## config.mk

```make
export PLATFORM = sky130hd
export DESIGN_NAME = quad_bcd_count_ctrl_flat
export DESIGN_NICKNAME = d
export VERILOG_FILES = /design/src/rtl/quad_bcd_count_ctrl_if.sv /design/src/rtl/quad_bcd_count_ctrl.sv /design/src/flat_wrapper.sv
export SDC_FILE = /design/constraint.sdc
export NUM_CORES = 1
export LEC_CHECK = 0
export ABC_AREA = 1
export ABC_CLOCK_PERIOD_IN_PS = 2700
export BUFFER_PORTS_ARGS = -buffer_cell sky130_fd_sc_hd__buf_2
export CORE_MARGIN = 2
export CORE_UTILIZATION = 49
export CTS_CLUSTER_SIZE = 16
export DETAILED_ROUTE_END_ITERATION = 16
export PLACE_DENSITY = 0.77
export SLEW_MARGIN = 10
export SYNTH_ARGS = -nofsm -noshare
export SYNTH_HDL_FRONTEND = slang
export SYNTH_SLANG_ARGS = --single-unit
```

## constraint.sdc

```tcl
create_clock -name sample_clk -period 2.7 [get_ports sample_clk]
set_input_delay 0.54 -clock sample_clk [delete_from_list [all_inputs] [get_ports sample_clk]]
set_output_delay 0.54 -clock sample_clk [all_outputs]
set_load 0.01 [all_outputs]
```

## src/rtl/quad_bcd_count_ctrl_if.sv

```systemverilog
// Encoder, control and display-count signals for the quadrature BCD counter front end.
interface quad_bcd_count_ctrl_if;
    logic       enc_a;
    logic       enc_b;
    logic       clear;
    logic       count_en;
    logic       up;
    logic       down;
    logic       dir;
    logic       err;
    logic [3:0] bcd_lsb;
    logic [3:0] bcd_mid;
    logic [3:0] bcd_msb;

    modport master (
        output enc_a, enc_b, clear, count_en,
        input  up, down, dir, err, bcd_lsb, bcd_mid, bcd_msb
    );

    modport slave (
        input  enc_a, enc_b, clear, count_en,
        output up, down, dir, err, bcd_lsb, bcd_mid, bcd_msb
    );
endinterface

```

## src/rtl/quad_bcd_count_ctrl.sv

```systemverilog
// Quadrature encoder front end: sync, debounce, Gray decode to detent strobes,
// and a 000-999 BCD up/down count with wrap or saturate at the limits.
module quad_bcd_count_ctrl #(
    parameter int DEBOUNCE_CYCLES   = 4,
    parameter int COUNTS_PER_DETENT = 4,
    parameter bit WRAP              = 1'b1
) (
    input logic                 sample_clk,
    input logic                 reset_n,
    quad_bcd_count_ctrl_if.slave io
);

    localparam logic [3:0]        DB_LAST   = 4'(DEBOUNCE_CYCLES - 1);
    localparam logic [4:0]        INIT_LAST = 5'(DEBOUNCE_CYCLES + 1);
    localparam logic signed [3:0] ACC_TOP   = 4'(COUNTS_PER_DETENT);
    localparam logic signed [3:0] ACC_BOT   = -ACC_TOP;

    typedef enum logic {INIT, RUN} state_t;

    state_t            state;
    logic [4:0]        init_cnt;
    logic [1:0]        sync_p0;
    logic [1:0]        sync_p1;
    logic [1:0]        filt;
    logic [3:0]        db_cnt [2];
    logic [1:0]        prev;
    logic signed [3:0] acc;
    logic signed [3:0] step;
    logic signed [3:0] acc_next;
    logic              illegal;
    logic [11:0]       count;

    function automatic logic [11:0] bcd_inc(input logic [11:0] v);
        logic [11:0] r;
        r = v;
        if (v == 12'h999) begin
            r = WRAP ? 12'h000 : v;
        end else if (v[3:0] != 4'd9) begin
            r[3:0] = v[3:0] + 4'd1;
        end else begin
            r[3:0] = 4'd0;
            if (v[7:4] != 4'd9) begin
                r[7:4] = v[7:4] + 4'd1;
            end else begin
                r[7:4]  = 4'd0;
                r[11:8] = v[11:8] + 4'd1;
            end
        end
        return r;
    endfunction

    function automatic logic [11:0] bcd_dec(input logic [11:0] v);
        logic [11:0] r;
        r = v;
        if (v == 12'h000) begin
            r = WRAP ? 12'h999 : v;
        end else if (v[3:0] != 4'd0) begin
            r[3:0] = v[3:0] - 4'd1;
        end else begin
            r[3:0] = 4'd9;
            if (v[7:4] != 4'd0) begin
                r[7:4] = v[7:4] - 4'd1;
            end else begin
                r[7:4]  = 4'd9;
                r[11:8] = v[11:8] - 4'd1;
            end
        end
        return r;
    endfunction

    // Stage p0/p1: two-flop synchroniser for both raw phases
    always_ff @(posedge sample_clk or negedge reset_n) begin
        if (!reset_n) begin
            sync_p0 <= 2'b00;
            sync_p1 <= 2'b00;
        end else begin
            sync_p0 <= {io.enc_a, io.enc_b};
            sync_p1 <= sync_p0;
        end
    end

    // Debounce: a phase flips only after DEBOUNCE_CYCLES consecutive mismatches
    always_ff @(posedge sample_clk or negedge reset_n) begin
        if (!reset_n) begin
            filt      <= 2'b00;
            db_cnt[0] <= 4'd0;
            db_cnt[1] <= 4'd0;
        end else if (state == INIT) begin
            filt      <= sync_p1;
            db_cnt[0] <= 4'd0;
            db_cnt[1] <= 4'd0;
        end else begin
            for (int i = 0; i < 2; i++) begin
                if (sync_p1[i] != filt[i]) begin
                    if (db_cnt[i] == DB_LAST) begin
                        filt[i]   <= sync_p1[i];
                        db_cnt[i] <= 4'd0;
                    end else begin
                        db_cnt[i] <= db_cnt[i] + 4'd1;
                    end
                end else begin
                    db_cnt[i] <= 4'd0;
                end
            end
        end
    end

    always_comb begin
        step    = 4'sd0;
        illegal = 1'b0;
        case ({prev, filt})
            4'b0001, 4'b0111, 4'b1110, 4'b1000: step = 4'sd1;
            4'b0100, 4'b1101, 4'b1011, 4'b0010: step = -4'sd1;
            4'b0011, 4'b1100, 4'b0110, 4'b1001: illegal = 1'b1;
            default: step = 4'sd0;
        endcase
        acc_next = acc + step;
    end

    // Decode stage: accumulate quarter-steps, emit strobes, update the count
    always_ff @(posedge sample_clk or negedge reset_n) begin
        if (!reset_n) begin
            state    <= INIT;
            init_cnt <= 5'd0;
            prev     <= 2'b00;
            acc      <= 4'sd0;
            io.up    <= 1'b0;
            io.down  <= 1'b0;
            io.dir   <= 1'b0;
            io.err   <= 1'b0;
            count    <= 12'h000;
        end else begin
            io.up   <= 1'b0;
            io.down <= 1'b0;
            if (state == INIT) begin
                if (init_cnt == INIT_LAST) state <= RUN;
                else                       init_cnt <= init_cnt + 5'd1;
            end
            if (io.clear) begin
                count  <= 12'h000;
                acc    <= 4'sd0;
                io.err <= 1'b0;
                prev   <= (state == INIT) ? sync_p1 : filt;
            end else if (state == INIT) begin
                prev <= sync_p1;
            end else begin
                prev <= filt;
                if (illegal) io.err <= 1'b1;
                if (acc_next == ACC_TOP) begin
                    acc    <= 4'sd0;
                    io.up  <= 1'b1;
                    io.dir <= 1'b1;
                    if (io.count_en) count <= bcd_inc(count);
                end else if (acc_next == ACC_BOT) begin
                    acc     <= 4'sd0;
                    io.down <= 1'b1;
                    io.dir  <= 1'b0;
                    if (io.count_en) count <= bcd_dec(count);
                end else begin
                    acc <= acc_next;
                end
            end
        end
    end

    assign io.bcd_msb = count[11:8];
    assign io.bcd_mid = count[7:4];
    assign io.bcd_lsb = count[3:0];

endmodule

```

## src/flat_wrapper.sv

```systemverilog
// flat-port wrapper written by rule: the top's interface ports become plain ports
module quad_bcd_count_ctrl_flat 
#(
    parameter int DEBOUNCE_CYCLES   = 4,
    parameter int COUNTS_PER_DETENT = 4,
    parameter bit WRAP              = 1'b1
)
  (sample_clk, reset_n, io_enc_a, io_enc_b, io_clear, io_count_en, io_up, io_down, io_dir, io_err, io_bcd_lsb, io_bcd_mid, io_bcd_msb);
  quad_bcd_count_ctrl_if io_i ();
  input logic sample_clk;
  input logic reset_n;
  input wire logic [$bits(io_i.enc_a)-1:0] io_enc_a;
  input wire logic [$bits(io_i.enc_b)-1:0] io_enc_b;
  input wire logic [$bits(io_i.clear)-1:0] io_clear;
  input wire logic [$bits(io_i.count_en)-1:0] io_count_en;
  output wire logic [$bits(io_i.up)-1:0] io_up;
  output wire logic [$bits(io_i.down)-1:0] io_down;
  output wire logic [$bits(io_i.dir)-1:0] io_dir;
  output wire logic [$bits(io_i.err)-1:0] io_err;
  output wire logic [$bits(io_i.bcd_lsb)-1:0] io_bcd_lsb;
  output wire logic [$bits(io_i.bcd_mid)-1:0] io_bcd_mid;
  output wire logic [$bits(io_i.bcd_msb)-1:0] io_bcd_msb;
  assign io_i.enc_a = io_enc_a;
  assign io_i.enc_b = io_enc_b;
  assign io_i.clear = io_clear;
  assign io_i.count_en = io_count_en;
  assign io_up = io_i.up;
  assign io_down = io_i.down;
  assign io_dir = io_i.dir;
  assign io_err = io_i.err;
  assign io_bcd_lsb = io_i.bcd_lsb;
  assign io_bcd_mid = io_i.bcd_mid;
  assign io_bcd_msb = io_i.bcd_msb;
  quad_bcd_count_ctrl #(.DEBOUNCE_CYCLES(DEBOUNCE_CYCLES), .COUNTS_PER_DETENT(COUNTS_PER_DETENT), .WRAP(WRAP)) u_core (.sample_clk(sample_clk), .reset_n(reset_n), .io(io_i));
endmodule
```

==> impl_metrics.env <==
export IMPL_status="finished, final reports clean"
export IMPL_crit_type="flip-flop to flip-flop"
export IMPL_cp_top_family="adder cells"
export IMPL_timing_hold_ws_ns=0.338
export IMPL_numPortBuffers=21
export IMPL_ir_worst_vdd_v=0.000444
export IMPL_synth_ff_latch_count=42
export IMPL_post_dp_hpwl_um=3850
export IMPL_critPathRequiredTime_ns=2.90
export IMPL_rsz0062_at_grt="yes"
export IMPL_stdcell_count=431
export IMPL_critical_path_buf_inv_count=4
export IMPL_drc=0
export IMPL_placedCellCount=417
export IMPL_crit_start="u_core.filt[0]"
export IMPL_grt_overflow=0
export IMPL_die_w_um=77.9
export IMPL_antenna_found_initial=0
export IMPL_syn_area_sq_mm=0.00268
export IMPL_pwr_share_comb=0.651
export IMPL_finalCritPeriodShare=0.962
export IMPL_swShare=0.475
export IMPL_clock_sinks=42
export IMPL_cpPeakStageDelay_ns=0.55
export IMPL_vias_per_cell=5.25
export IMPL_route_met3_wl_um=296
export IMPL_fin_skew_ns=0.00562
export IMPL_worstHoldPathType="input port to flip-flop"
export IMPL_worstPathArrival_ns=2.80
export IMPL_wl_um=5400
export IMPL_rows=26
export IMPL_first_pass_iters=4
export IMPL_yosysWarnings=0
export IMPL_antenna_left=0
export IMPL_regArea_sq_mm=0.00105
export IMPL_io_pins=22
export IMPL_r2r_end="u_core.count[4]"
export IMPL_crit_path_max_fanout=9
export IMPL_cts_htree_levels=2
export IMPL_synth_nets=356
export IMPL_clkPwrFrac=0.099
export IMPL_reg2reg_slack_ns=0.10
export IMPL_vias=2263
export IMPL_wl_met2_um=2500
export IMPL_fin_nets=385
export IMPL_tns_ns=0
export IMPL_p_sw_mw=1.84
export IMPL_final_common_cell="nand2_1"
export IMPL_avgSynthCellArea_sq_um=8.07
export IMPL_syn_to_final_growth_pct=13.0
export IMPL_grt_pass1_vias=2061
export IMPL_m1WireLength_um=2530
export IMPL_fillers=458
export IMPL_postSynthCellCount=332
export IMPL_worstMarginPinSlew_ns=0.888
export IMPL_layout_common_cells="74 x nand2_1, 41 x inv_1, 40 x dfrtp_1, 27 x nor2_1, 27 x nand3_1"
export IMPL_finalSetupViolCount=0
export IMPL_intPower_mw=2.04
export IMPL_grt_usage=0.187
export IMPL_initial_utilization=0.515
export IMPL_highest_layer="met4"
export IMPL_die_h_um=77.9
export IMPL_clk_pin_slew_ns=0.08
export IMPL_p_leak_nw=1.58
export IMPL_cts_tree="built"
export IMPL_r2r_cells=15
export IMPL_p_seq_frac=0.250
export IMPL_cp_depth=15
export IMPL_cts_buffers=5
export IMPL_antenna_cells=0
export IMPL_clk_latency_ns=0.30
export IMPL_clk_path_buf_depth=2
export IMPL_grt_max_degree=43
export IMPL_finalMaxSlewViolations=0
export IMPL_cp_end_kind="flip-flop"
export IMPL_cts_root_buffer="clkbuf_8"
export IMPL_start_kind="flip-flop"
export IMPL_wire_per_inst_um=12.5
export IMPL_finalCriticalPeriod_ns=2.60
export IMPL_design_die_area_sq_mm=0.00607
export IMPL_r2r_start="u_core.filt[0]"
export IMPL_drtIter0Drc=162
export IMPL_path_cells="xor2_1 -> xnor2_1 -> ha_2 -> inv_1 -> fa_2 -> nand2_2 -> nor2_4 -> buf_12 -> nand3_4 -> inv_1 -> o21ai_0 -> nand2_1 -> inv_1 -> nand2_1 -> nand2_1"
export IMPL_synth_cell_types=31
export IMPL_max_freq_mhz=385
export IMPL_max_slew_margin_rel=0.408
export IMPL_core_area_sq_mm=0.00520
export IMPL_powerDensity_mw_per_mm2=1280
export IMPL_critPathSlowestCell="fa_2"
export IMPL_crit_path_end="u_core.count[4]"
export IMPL_grt_pass1_wl_um=9130
export IMPL_gp_congestion=0.880
export IMPL_maxCapViolations=0
export IMPL_drive_gt1_frac=0.180
export IMPL_multi_input_area_sq_mm=0.00144
export IMPL_seq_area_frac_synth=0.392
export IMPL_hold_viol=0
[flip-flops by register name, indices dropped and copies added, names as in the netlist]
| signal | flops |
|---|---|
| u_core.io.err | 1 |
| u_core.filt | 2 |
| u_core.io.down | 1 |
| u_core.sync_p1 | 2 |
| u_core.io.dir | 1 |
| u_core.state | 1 |
| u_core.init_cnt | 5 |
| u_core.io.up | 1 |
| u_core.count | 12 |
| u_core.sync_p0 | 2 |
| u_core.db_cnt | 8 |
| u_core.acc | 4 |
| u_core.prev | 2 |
[through the flow]
| step | cell area [sq um] | utilization | power [mW] | worst slack, ns |
|---|---|---|---|---|
| floorplan | 2680 | - | 2.70 | 0.141 |
| global placement | 2840 | 0.546 | 3.10 | 0.150 |
| detailed placement | 2840 | 0.546 | 3.17 | 0.0421 |
| CTS | 2920 | 0.562 | 3.56 | 0.0205 |
| global route | 3030 | 0.582 | 4.26 | -0.0666 |
| finish | 3030 | 0.582 | 3.88 | 0.102 |
[metal layers]
layer / GRT usage / up-vias
li1: - / 1121
met1: 0.255 / 1066
met2: 0.293 / 68
met3: 0.0488 / 8
met4: 0.0579 / 0
met5: 0 / -
[Yosys cell counts]
cell      count  share of area
a21o_1        1         0.0028
a21oi_1       9          0.017
a31oi_1       4         0.0093
buf_2         2         0.0037
buf_6         4          0.017
clkbuf_1      4         0.0056
dfrtp_1      42           0.39
fa_1          1         0.0075
ha_1         17          0.079
inv_1        41          0.057
inv_2         1         0.0014
nand2_1      77           0.11
nand2_2       7          0.016
nand2_4       1         0.0042
nand3_1      27          0.050
nand3_2       2         0.0075
nand3_4       1         0.0065
nand4_1      10          0.023
nand4_2       1         0.0047
nor2_1       28          0.039
nor2_4        2         0.0084
nor3_1        1         0.0019
nor3b_1       1         0.0028
o211ai_1      3         0.0084
o21ai_0      13          0.024
o21ai_1       2         0.0037
o22ai_1       3         0.0070
o31ai_1       2         0.0056
xnor2_1       7          0.023
xnor2_2       1         0.0061
xor2_1       17          0.056
[how the worst min path moves through the flow]
stage,cells past startpoint,start,end,slack [ns]
after floorplan,0,reset_n,u_core.acc[0],0.24
after global placement,0,u_core.sync_p0[1],u_core.sync_p1[1],0.33
after detailed placement,0,u_core.sync_p0[0],u_core.sync_p1[0],0.34
after CTS,1,io_enc_a,u_core.sync_p0[1],0.33
after global routing,1,io_enc_b,u_core.sync_p0[0],0.32
final,1,io_enc_a,u_core.sync_p0[1],0.34
[area by class of cell]
type / instances / area share
multi-input combinational: 238 / 0.475
sequential: 42 / 0.348
timing repair buffer: 32 / 0.0702
inverter: 42 / 0.0521
tap: 70 / 0.0289
clock buffer: 5 / 0.0227
clock inverter: 2 / 0.00331
[power groups by stage]
| stage | clock (mW) | sequential, mW | combinational, mW |
|---|---|---|---|
| 6_report | 0.386 | 0.969 | 2.52 |
| 4_1_cts | 0.395 | 0.967 | 2.20 |
| 3_3_place_gp | 0 | 0.972 | 2.13 |
| 3_5_place_dp | 0 | 0.978 | 2.19 |
| 2_1_floorplan | 0 | 0.980 | 1.72 |
| 5_1_grt | 0.416 | 1.00 | 2.84 |
[what timing repair did]
| action | in CTS | in global routing |
|---|---|---|
| hold buffers | 0 | 0 |
| setup endpoints to repair | 0 | 12 |
| gates resized for setup | 0 | 12 |
| setup buffers | 0 | 7 |
[logic make-up after synthesis]
logic type / Yosys count / synth area share
AND/OR/NAND/NOR: 158 / 0.273
adder cells (fa/ha/maj): 18 / 0.0869
AO/OA/AOI/OAI: 37 / 0.0780
flip-flops: 42 / 0.392
XOR/XNOR: 25 / 0.0845
buffers and inverters: 52 / 0.0850
Note: power is estimated with default switching activity, not from simulation.
